**config.mk**
```make
export PLATFORM = sky130hd
export DESIGN_NAME = gate_mux_arbiter
export DESIGN_NICKNAME = d
export VERILOG_FILES = /design/src/rtl/gate_mux_arbiter.sv
export SDC_FILE = /design/constraint.sdc
export NUM_CORES = 1
export LEC_CHECK = 0
export ABC_AREA = 1
export CAP_MARGIN = 20
export CORE_MARGIN = 2
export CORE_UTILIZATION = 48
export CTS_BUF_LIST = sky130_fd_sc_hd__clkbuf_8
export DETAILED_ROUTE_END_ITERATION = 10
export PLACE_DENSITY = 0.83
export SLEW_MARGIN = 40
export SYNTH_ARGS = -nofsm -noshare
export SYNTH_HDL_FRONTEND = slang
export SYNTH_SLANG_ARGS = --single-unit
```
**constraint.sdc**
```tcl
create_clock -name clk -period 2.4 [get_ports clk]
set_input_delay 0.48 -clock clk [delete_from_list [all_inputs] [get_ports clk]]
set_output_delay 0.48 -clock clk [all_outputs]
set_load 0.02 [all_outputs]
```
**src/rtl/gate_mux_arbiter.sv**
```systemverilog
// Round-robin arbiter sharing one mux-based logic-gate evaluator among NREQ
// requesters; result is registered and returned with the winner's ID.

module mux_8x1 (
  input  logic [7:0] i,
  input  logic [2:0] s,
  output logic       y
);
  assign y = i[s];
endmodule

module gate_mux_arbiter #(
  parameter int NREQ = 4,
  parameter int IDW  = 2,
  parameter int CNTW = 8
) (
  input  logic                 clk,
  input  logic                 rst,
  input  logic [NREQ-1:0]      req_valid,
  input  logic [NREQ-1:0]      req_a,
  input  logic [NREQ-1:0]      req_b,
  input  logic [3*NREQ-1:0]    req_op,
  output logic [NREQ-1:0]      req_ready,
  output logic                 rsp_valid,
  output logic                 rsp_y,
  output logic [IDW-1:0]       rsp_id,
  output logic                 rsp_err,
  input  logic                 rsp_ready,
  output logic [CNTW-1:0]      op_count
);

  typedef enum logic [0:0] {EMPTY = 1'b0, FULL = 1'b1} state_t;

  state_t         state_r;
  state_t         state_nxt_s;
  logic [IDW-1:0] ptr_r;
  logic [IDW-1:0] winner_s;
  logic [IDW-1:0] idx_s;
  logic           found_s;
  logic           can_accept_s;
  logic           xfer_s;
  logic           drain_s;
  logic [2:0]     op_arr_s [NREQ];
  logic           a_s;
  logic           b_s;
  logic [2:0]     op_s;
  logic [3:0]     tt_s;
  logic [7:0]     mux_in_s;
  logic           y_s;
  logic           err_s;
  logic           rsp_y_r;
  logic           rsp_err_r;
  logic [IDW-1:0] rsp_id_r;
  logic [CNTW-1:0] cnt_r;

  // Truth table indexed by {a,b}; reserved opcode yields all zeros.
  function automatic logic [3:0] truth_table(input logic [2:0] op);
    case (op)
      3'b000:  truth_table = 4'b1000;
      3'b001:  truth_table = 4'b1110;
      3'b010:  truth_table = 4'b0011;
      3'b011:  truth_table = 4'b0111;
      3'b100:  truth_table = 4'b0001;
      3'b101:  truth_table = 4'b0110;
      3'b110:  truth_table = 4'b1001;
      default: truth_table = 4'b0000;
    endcase
  endfunction

  // The mux select carries a trailing 0, so table entries land on even inputs.
  function automatic logic [7:0] expand_tt(input logic [3:0] tt);
    expand_tt = {1'b0, tt[3], 1'b0, tt[2], 1'b0, tt[1], 1'b0, tt[0]};
  endfunction

  genvar g;
  generate
    for (g = 0; g < NREQ; g++) begin : g_op_unpack
      assign op_arr_s[g] = req_op[3*g+2:3*g];
    end
  endgenerate

  // Round-robin search: first valid requester from the pointer upward, wrapping.
  always_comb begin
    winner_s = '0;
    found_s  = 1'b0;
    idx_s    = '0;
    for (int k = 0; k < NREQ; k++) begin
      idx_s = IDW'((int'(ptr_r) + k) % NREQ);
      if (!found_s && req_valid[idx_s]) begin
        found_s  = 1'b1;
        winner_s = idx_s;
      end else begin
        found_s  = found_s;
      end
    end
  end

  assign can_accept_s = (state_r == EMPTY) || ((state_r == FULL) && rsp_ready);
  assign xfer_s       = can_accept_s && found_s && !rst;
  assign drain_s      = (state_r == FULL) && rsp_ready;

  // One-hot grant strobe to the winning requester.
  always_comb begin
    req_ready = '0;
    if (xfer_s) begin
      req_ready[winner_s] = 1'b1;
    end else begin
      req_ready = '0;
    end
  end

  assign a_s      = req_a[winner_s];
  assign b_s      = req_b[winner_s];
  assign op_s     = op_arr_s[winner_s];
  assign tt_s     = truth_table(op_s);
  assign mux_in_s = expand_tt(tt_s);
  assign err_s    = (op_s == 3'b111);

  mux_8x1 u_mux (
    .i (mux_in_s),
    .s ({a_s, b_s, 1'b0}),
    .y (y_s)
  );

  // State register.
  always_ff @(posedge clk or posedge rst) begin
    if (rst) begin
      state_r <= EMPTY;
    end else begin
      state_r <= state_nxt_s;
    end
  end

  // Next-state logic: a drain with a simultaneous transfer stays FULL.
  always_comb begin
    state_nxt_s = state_r;
    case (state_r)
      EMPTY: begin
        if (xfer_s) state_nxt_s = FULL;
        else        state_nxt_s = EMPTY;
      end
      FULL: begin
        if (rsp_ready && !xfer_s) state_nxt_s = EMPTY;
        else                      state_nxt_s = FULL;
      end
      default: state_nxt_s = EMPTY;
    endcase
  end

  // Output decode from registered state and result fields.
  always_comb begin
    rsp_valid = (state_r == FULL);
    rsp_y     = rsp_y_r;
    rsp_id    = rsp_id_r;
    rsp_err   = rsp_err_r;
    op_count  = cnt_r;
  end

  // Result register, round-robin pointer and drained-response counter.
  always_ff @(posedge clk or posedge rst) begin
    if (rst) begin
      rsp_y_r   <= 1'b0;
      rsp_err_r <= 1'b0;
      rsp_id_r  <= '0;
      ptr_r     <= '0;
      cnt_r     <= '0;
    end else begin
      if (xfer_s) begin
        rsp_y_r   <= y_s;
        rsp_err_r <= err_s;
        rsp_id_r  <= winner_s;
        if (winner_s == IDW'(NREQ-1)) ptr_r <= '0;
        else                          ptr_r <= winner_s + IDW'(1'b1);
      end else begin
        ptr_r <= ptr_r;
      end
      if (drain_s) cnt_r <= cnt_r + CNTW'(1'b1);
      else         cnt_r <= cnt_r;
    end
  end

endmodule

```
==> impl_results.md, run 1 <==
- CP endpoint kind: output port
- Cells after DPL: 287
- Post-Synth XOR/XNOR Area: 4.47%
- Initial drt markers: 121
- DRC viols: 0
- Asr flop ratio synth: 100%
- Number of synthesized register bits: 15
- Setup CP Type: reg2out
- Initial Util: 50.2%
- Routed WL: 4.33 mm
- GRT Residual Overflow: 0
- Max Slew Vio Count: 0
- Mapped Cells: 200
- # diodes: 0
- Clk buf depth: 2
- Initial antenna violation count: 0
- WHS: 479 ps
- I/O pin count: 44
- Area growth, synth to finish: 64.4%
- RePlAce Congestion: 0.819
- Worst Path Max Fanout: 6
- CP Data Arrival Time: 2080 ps
- DR vias: 1575
- Violated checks: setup timing
- H-Tree Level Count: 1
- Clock Skew: 1.59 ps
- Mapped Area: 0.00137 sq mm
- CTS buffer count: 3
- Layout cell share with drive strength beyond 1: 36.4%
- Vias in the first global route: 1454
- RSZ-0062 raised after global routing: true
- Fillers: 167
- Fin. Hold Viols: 0
- Worst Tran Pin Value: 298 ps
- Yosys cell types: 30
- Post-synthesis simple-gate area fraction: 45.9%
- Core Rows: 19
- Final worst slack: -164 ps
- Clk pin slew, worst setup/hold paths: 60 ps
- Setup Viol. Count Final: 5
- Worst skew pair latency: 240 ps
- Die H: 57.5 um
- Largest net degree at the start of global routing: 16
- Avg WL per Cell: 14.1 um
- Worst Path Required: 1920 ps
- Multiplexer area fraction after synthesis: 0.820%
- CTS Root Cell: clkbuf_8
- Gr usage total: 23.0%
- Core box area: 0.00273 sq mm
- Final Cycle Share: 107%
- Compound-gate portion of the synthesized area: 4.47%
- DIE AREA: 0.00330 sq mm
- TritonCTS clock tree: built
- Non-filler cells, final: 306
- First-pass iteration count of the detailed router: 4
- Register area share after synthesis: 27.3%
- CP Launch Type: flop
- Post-CTS Hold Buffers: 0
- Synth Area in Adders: 4.56%
- Net count, final: 308
- Chip width: 57.5 um
- Number of synthesized flops with an enable pin: 0
- Slew margin rel.: 80.0%
- Final min period: 2560 ps
- Max Cap Viol: 0
- Dpl ws: -734 ps
- Largest family of logic cells by synthesized area: simple AND/OR/NAND/NOR gates
- First-pass GRT wire length: 6.10 mm
- Syn Area/Cell: 6.86 sq um
- PortBufs: 43
- Max Fclk: 390 MHz
- ANT nets after route: 0
- Run status: finished, violations left
- Net count after synthesis: 232
- Synth warn: 0
- HP Class: reg2reg
- HPWL reported at the end of detailed placement: 2.49 mm
- Dominant synthesized flop cell: dfrtp_1
- DR vias/cell: 5.15
- TritonCTS sink count: 15
[worst max-delay path, stage by stage, from the launching register on]
cell and delay, ps:
dfrtp_2 390, buf_12 150, clkinv_8 70, nand2_2 70, nand2_2 70, nand2_2 90
nand2_4 50, nor2_4 160, nand3_2 100, nand3_2 90, nand2_4 90, inv_6 90
ha_4 130, inv_1 40, nor2_1 90, buf_4 150
[area by class of cell]
| class | count | area, sq um | area share, % |
|---|---|---|---|
| Timing Repair inverter | 1 | 6.26 | 0.277 |
| Sequential cell | 15 | 378 | 16.7 |
| Inverter | 35 | 151 | 6.71 |
| Clock buffer | 3 | 41.3 | 1.83 |
| Tap cell | 31 | 38.8 | 1.72 |
| Clock inverter | 1 | 3.75 | 0.166 |
| Timing Repair Buffer | 73 | 661 | 29.3 |
| Multi-Input combinational cell | 147 | 976 | 43.3 |
[layer usage]
layer	vias up	global-route usage, %	wire [um]
met5	-	0	0
met4	0	6.64	61
met3	8	4.54	245
met2	56	39.3	2220
met1	735	29.5	1800
li1	776	-	-
[Yosys cell counts (2+ instances only)]
| library cell | n | area (sq um) |
|---|---|---|
| o21ai_0 | 5 | 25.0 |
| nor2_1 | 12 | 45.0 |
| nand2_1 | 61 | 229 |
| nand3_4 | 2 | 35.0 |
| nand3_1 | 17 | 85.1 |
| nand2_2 | 12 | 75.1 |
| dfrtp_1 | 15 | 375 |
| xor2_1 | 5 | 43.8 |
| nand3_2 | 4 | 40.0 |
| nand2_4 | 3 | 33.8 |
| xnor2_1 | 2 | 17.5 |
| nand4_1 | 9 | 56.3 |
| ha_1 | 5 | 62.6 |
| inv_1 | 29 | 109 |
| inv_2 | 4 | 15.0 |
[registers in the layout, indices dropped and copies added (netlist names)]
| register | flops |
|---|---|
| op_count | 8 |
| ptr_r | 2 |
| rsp_id | 2 |
| rsp_err | 1 |
| rsp_valid | 1 |
| rsp_y | 1 |
[what timing repair did]
item	4_1_cts	5_1_grt
endpoints found under the setup margin	4	6
setup buffers	8	7
pin swaps	18	19
gates resized for setup	45	31
gates cloned	1	0
[final timing paths]
path,start,end,slack [ps],cells after the start
max,ptr_r[0]$_DFFE_PP0P_,req_ready[2],-160,15
min,rsp_y$_DFFE_PP0P_,rsp_y$_DFFE_PP0P_,480,2
max reg2reg,ptr_r[0]$_DFFE_PP0P_,rsp_y$_DFFE_PP0P_,-70,21
min reg2reg,rsp_y$_DFFE_PP0P_,rsp_y$_DFFE_PP0P_,480,2
max in group asynchronous,rst,ptr_r[0]$_DFFE_PP0P_,1630,3
min in group asynchronous,rst,op_count[7]$_DFFE_PP0P_,580,3
[through the flow]
step           area [sq um]  utilization [%]  setup TNS [ps]
2_1_floorplan          1370                -               0
3_3_place_gp           1930             70.7           -2990
3_5_place_dp           1930             70.7           -3190
4_1_cts                2100             76.9            -332
5_1_grt                2260             82.5           -1290
6_report               2260             82.5            -596
[layout by cell type (no fill, tap or decap), types with 3 or more instances in the layout]
cell and n:
inv_1 25, nand3_1 12, nor2_1 10, nand2_2 17, o21ai_0 4, nand3_4 3
inv_2 8, xor2_1 5, buf_4 31, dfrtp_1 13, clkdlybuf4s50_1 35, nand2_4 11
clkbuf_8 3, nand3_2 8, dlygate4sd2_1 4, nor2_4 3, nand4_1 9, nand2_1 48
[cell families after synthesis]
group,count (synthesis)
AOI/OAI and AO/OA,10
xor gates and xnor gates,7
adders and majority gates,5
buffers and inverters,38
DFF,15
muxes,1
and+or+nand+nor,124
Power of run 1 is left out: the tool's default activity adds up to more than one toggle a clock period on the data nets, which glitch-free logic cannot reach.
==> inputs of run 2 (changes only) <==
- ABC_AREA: 1 -> unset
- CORE_UTILIZATION: 48 -> 45
- PLACE_DENSITY: 0.83 -> 0.82
==> run 2 against run 1 <==
The flow now finishes without violations. Clock skew up 1.4 ps. Cell count down 26%. Critical path depth down 7. Maximum frequency up 8.6%. First-iteration DRC count down 79%. Sequential cell count unchanged. Synthesized area down 16%. Non-clock buffer count down 2. Die area down 10%. Count of clock-buffer cells in the layout unchanged. Critical endpoint is now req_ready[0]. Highest routed layer unchanged.
==> impl_results.md, run 2 <==
- Run status: complete, no violations
- Setup CP Type: in2out
- TritonCTS clock tree: built
- Cell family with most CP delay: simple AND/OR/NAND/NOR gates
- Clk pwr share: 9.8%
- Slew margin rel.: 67.5% (-12 points)
- Worst Path Max Fanout: 5 (-1)
- Worst Tran Pin Value: 483 ps (+185 ps)
- Initial Util: 46.7% (-3.5 points)
- Max Fclk: 424 MHz (+8.6%)
- Maximum VDD drop: 0.000737 V
- Fin. Hold Viols: 0 (unchanged)
- Initial drt markers: 25 (-79%)
- Die H: 54.5 um (-5.2%)
- Area growth, synth to finish: 66.0%
- Final Cycle Share: 98.4% (-8.5 points)
- Number of synthesized register bits: 15 (unchanged)
- First-pass iteration count of the detailed router: 4 (unchanged)
- I/O pin count: 44 (unchanged)
- Mapped Area: 0.00115 sq mm (-16%)
- Cell Pwr Density: 1040 mW/mm^2
- Comb power frac: 68.0%
- GRT Residual Overflow: 0 (unchanged)
- Initial antenna violation count: 0 (unchanged)
- Max Cap Viol: 0 (unchanged)
- Worst Path Required: 1920 ps (about the same)
- Avg WL per Cell: 15.9 um (+13%)
- RePlAce Congestion: 0.893 (+9.1%)
- Syn Area/Cell: 9.11 sq um (+33%)
- DR vias: 1259 (-20%)
- First-pass GRT wire length: 5.44 mm (-11%)
- Top-area cell type share of the netlist area: 32.7% (+5.4 points)
- Top-count cell post-synth: dfrtp_1
- Bufs and invs on worst path: 3 (-2)
- CP endpoint kind: output port
- Worst skew pair latency: 250 ps (about the same)
- TritonCTS sink count: 15 (unchanged)
- Sequential power share: 22.2%
- Clk buf depth: 2 (unchanged)
- Mapped Cells: 126 (-37%)
- Asr flop ratio synth: 100% (unchanged)
- DR vias/cell: 5.57 (+8.2%)
- Cells after DPL: 220 (-23%)
- Register area: 375 sq um (-0.66%)
- Core box area: 0.00245 sq mm (-10%)
- Vias in the first global route: 1286 (-12%)
- CTS Root Cell: clkbuf_8
- Top cells by area, synth: dfrtp_1 (33%), ha_1 (5.5%), nand3_1 (3.9%), a221oi_1 (3.8%), xnor2_1 (3.8%)
- ANT nets after route: 0 (unchanged)
- Register area share after synthesis: 32.7% (+5.4 points)
- CTS buffer count: 3 (unchanged)
- Worst path max stage delay: 550 ps (+160 ps)
- Post-route cell area: 0.00190 sq mm (-16%)
- Leakage: 0.828 nW
- Number of synthesized flops with an enable pin: 0 (unchanged)
- Area of the multi-input gates: 801 sq um (-18%)
- Crit path cell chain: buf_2 -> nor2b_4 -> or4b_4 -> nand2_4 -> inv_4 -> ha_1 -> and2_4 -> buf_6
- Layout cell share with drive strength beyond 1: 33.7% (-2.7 points)
- Placed Area: 0.00178 sq mm (-8.0%)
- Clk pin slew, worst setup/hold paths: 50 ps (about the same)
- Post-synth top cells: dfrtp_1 (15), nand2_1 (10), nand3_1 (9), nor2_1 (9)
- Psw: 0.828 mW
- Net count after synthesis: 158 (-32%)
- Synth warn: 0 (unchanged)
- Setup Viol. Count Final: 0 (-5)
- # diodes: 0 (unchanged)
- P_int: 1.14 mW
- CP Data Arrival Time: 1880 ps (-200 ps)
- DRC viols: 0 (unchanged)
- Core Rows: 18 (-1)
- Commonest non-fill, non-tap cell in the layout: clkdlybuf4s50_1
- Final core utilization: 77.6% (-4.9 points)
- DIE AREA: 0.00297 sq mm (-10%)
- Max reg flops: 8 (unchanged)
- HP Class: reg2reg
- Final min period: 2360 ps (-203 ps)
- Routed WL: 3.60 mm (-17%)
- Dominant synthesized flop cell: dfrtp_1
- H-Tree Level Count: 1 (unchanged)
- HPWL reported at the end of detailed placement: 2.62 mm (+5.1%)
- CP Launch Type: input pin
- Worst path slowest cell: or4b_4
- Net count, final: 229 (-26%)
- Post-CTS Hold Buffers: 0 (unchanged)
- Post-route setup TNS: 0 ps (+596 ps)
- Fillers: 175 (+4.8%)
- Leading area contributor after synthesis: dfrtp_1
- Clock Skew: 3.02 ps (+1.43 ps)
- Most frequent cells in the layout: clkdlybuf4s50_1 (35), buf_4 (26), dfrtp_1 (15)
- PortBufs: 43 (unchanged)
- Switching Share: 42.0%
- Largest net degree at the start of global routing: 16 (unchanged)
- Yosys cell types: 41 (+37%)
- Max Slew Vio Count: 0 (unchanged)
- Non-filler cells, final: 226 (-26%)
- Gr usage total: 25.5% (+2.5 points)
- Chip width: 54.5 um (-5.2%)
## run 2: path summary, 6_finish.rpt
| check | start | end | slack, ps | depth (start not counted) |
|---|---|---|---|---|
| max | req_valid[0] | req_ready[0] | 40 | 8 |
| min | op_count[7]$_DFFE_PP0P_ | op_count[7]$_DFFE_PP0P_ | 480 | 1 |
| max reg2reg | ptr_r[0]$_DFFE_PP0P_ | rsp_y$_DFFE_PP0P_ | 140 | 9 |
| min reg2reg | op_count[7]$_DFFE_PP0P_ | op_count[7]$_DFFE_PP0P_ | 480 | 1 |
| max in group asynchronous | rst | rsp_y$_DFFE_PP0P_ | 1650 | 3 |
| min in group asynchronous | rst | rsp_valid$_DFF_PP0_ | 580 | 3 |
## run 2: cell type report
cell class,count,area share (%)
Clock buffer,3,2.17
Clock inverter,1,0.197
Inverter,6,1.31
Multi-Input combinational cell,100,42.0
Sequential cell,15,19.7
Tap cell,30,1.97
Timing Repair Buffer,71,32.6
## run 2: cells by family (layout without fill, tap and decap cells)
logic type	after synthesis	count (layout)	synth area share [%]
and+or+nand+nor	56	56	28.2
AOI/OAI and AO/OA	27	27	18.9
DFF	15	15	32.7
buffers and inverters	11	81	4.80
xor gates and xnor gates	8	8	6.11
adders and majority gates	5	5	5.45
muxes	4	4	3.82
## run 2: timing repair
item,4_1_cts,5_1_grt
endpoints found under the setup margin,6,5
pin swaps,5,5
resized for setup,45,11
buffers inserted,2,0
## run 2: per-stage QoR
step	hold WS, ps	setup slack [ps]	power (mW)
global route	490	-9.42	2.11
CTS	482	6.79	1.90
finish	477	39.0	1.97
floorplan	389	50.6	1.11
detailed placement	463	-809	1.64
global placement	465	-740	1.59
## run 2: layer usage
| metal | up-vias | wire, um | track usage [%] |
|---|---|---|---|
| met2 | 44 | 1970 | 51.0 |
| met5 | - | 0 | 0 |
| li1 | 610 | - | - |
| met1 | 601 | 1370 | 25.8 |
| met4 | 0 | 51 | 8.33 |
| met3 | 4 | 213 | 4.92 |
## run 2: worst reg2reg max path: cells and delay by family, from the launching register on
kind	cells	cell delay, ps
XOR/XNOR	1	180
AO/OA/AOI/OAI	3	680
AND/OR/NAND/NOR	3	610
buffers and inverters	2	310
flip-flops	1	390
## run 2: power by group through the flow
| stage | Combinational, mW | Clock (mW) | Sequential, mW |
|---|---|---|---|
| finish | 1.34 | 0.194 | 0.438 |
| global route | 1.44 | 0.211 | 0.454 |
| CTS | 1.26 | 0.204 | 0.438 |
| detailed placement | 1.21 | 0 | 0.440 |
| global placement | 1.16 | 0 | 0.431 |
| floorplan | 0.580 | 0 | 0.525 |
No activity file was read; power rests on OpenSTA's default activity.
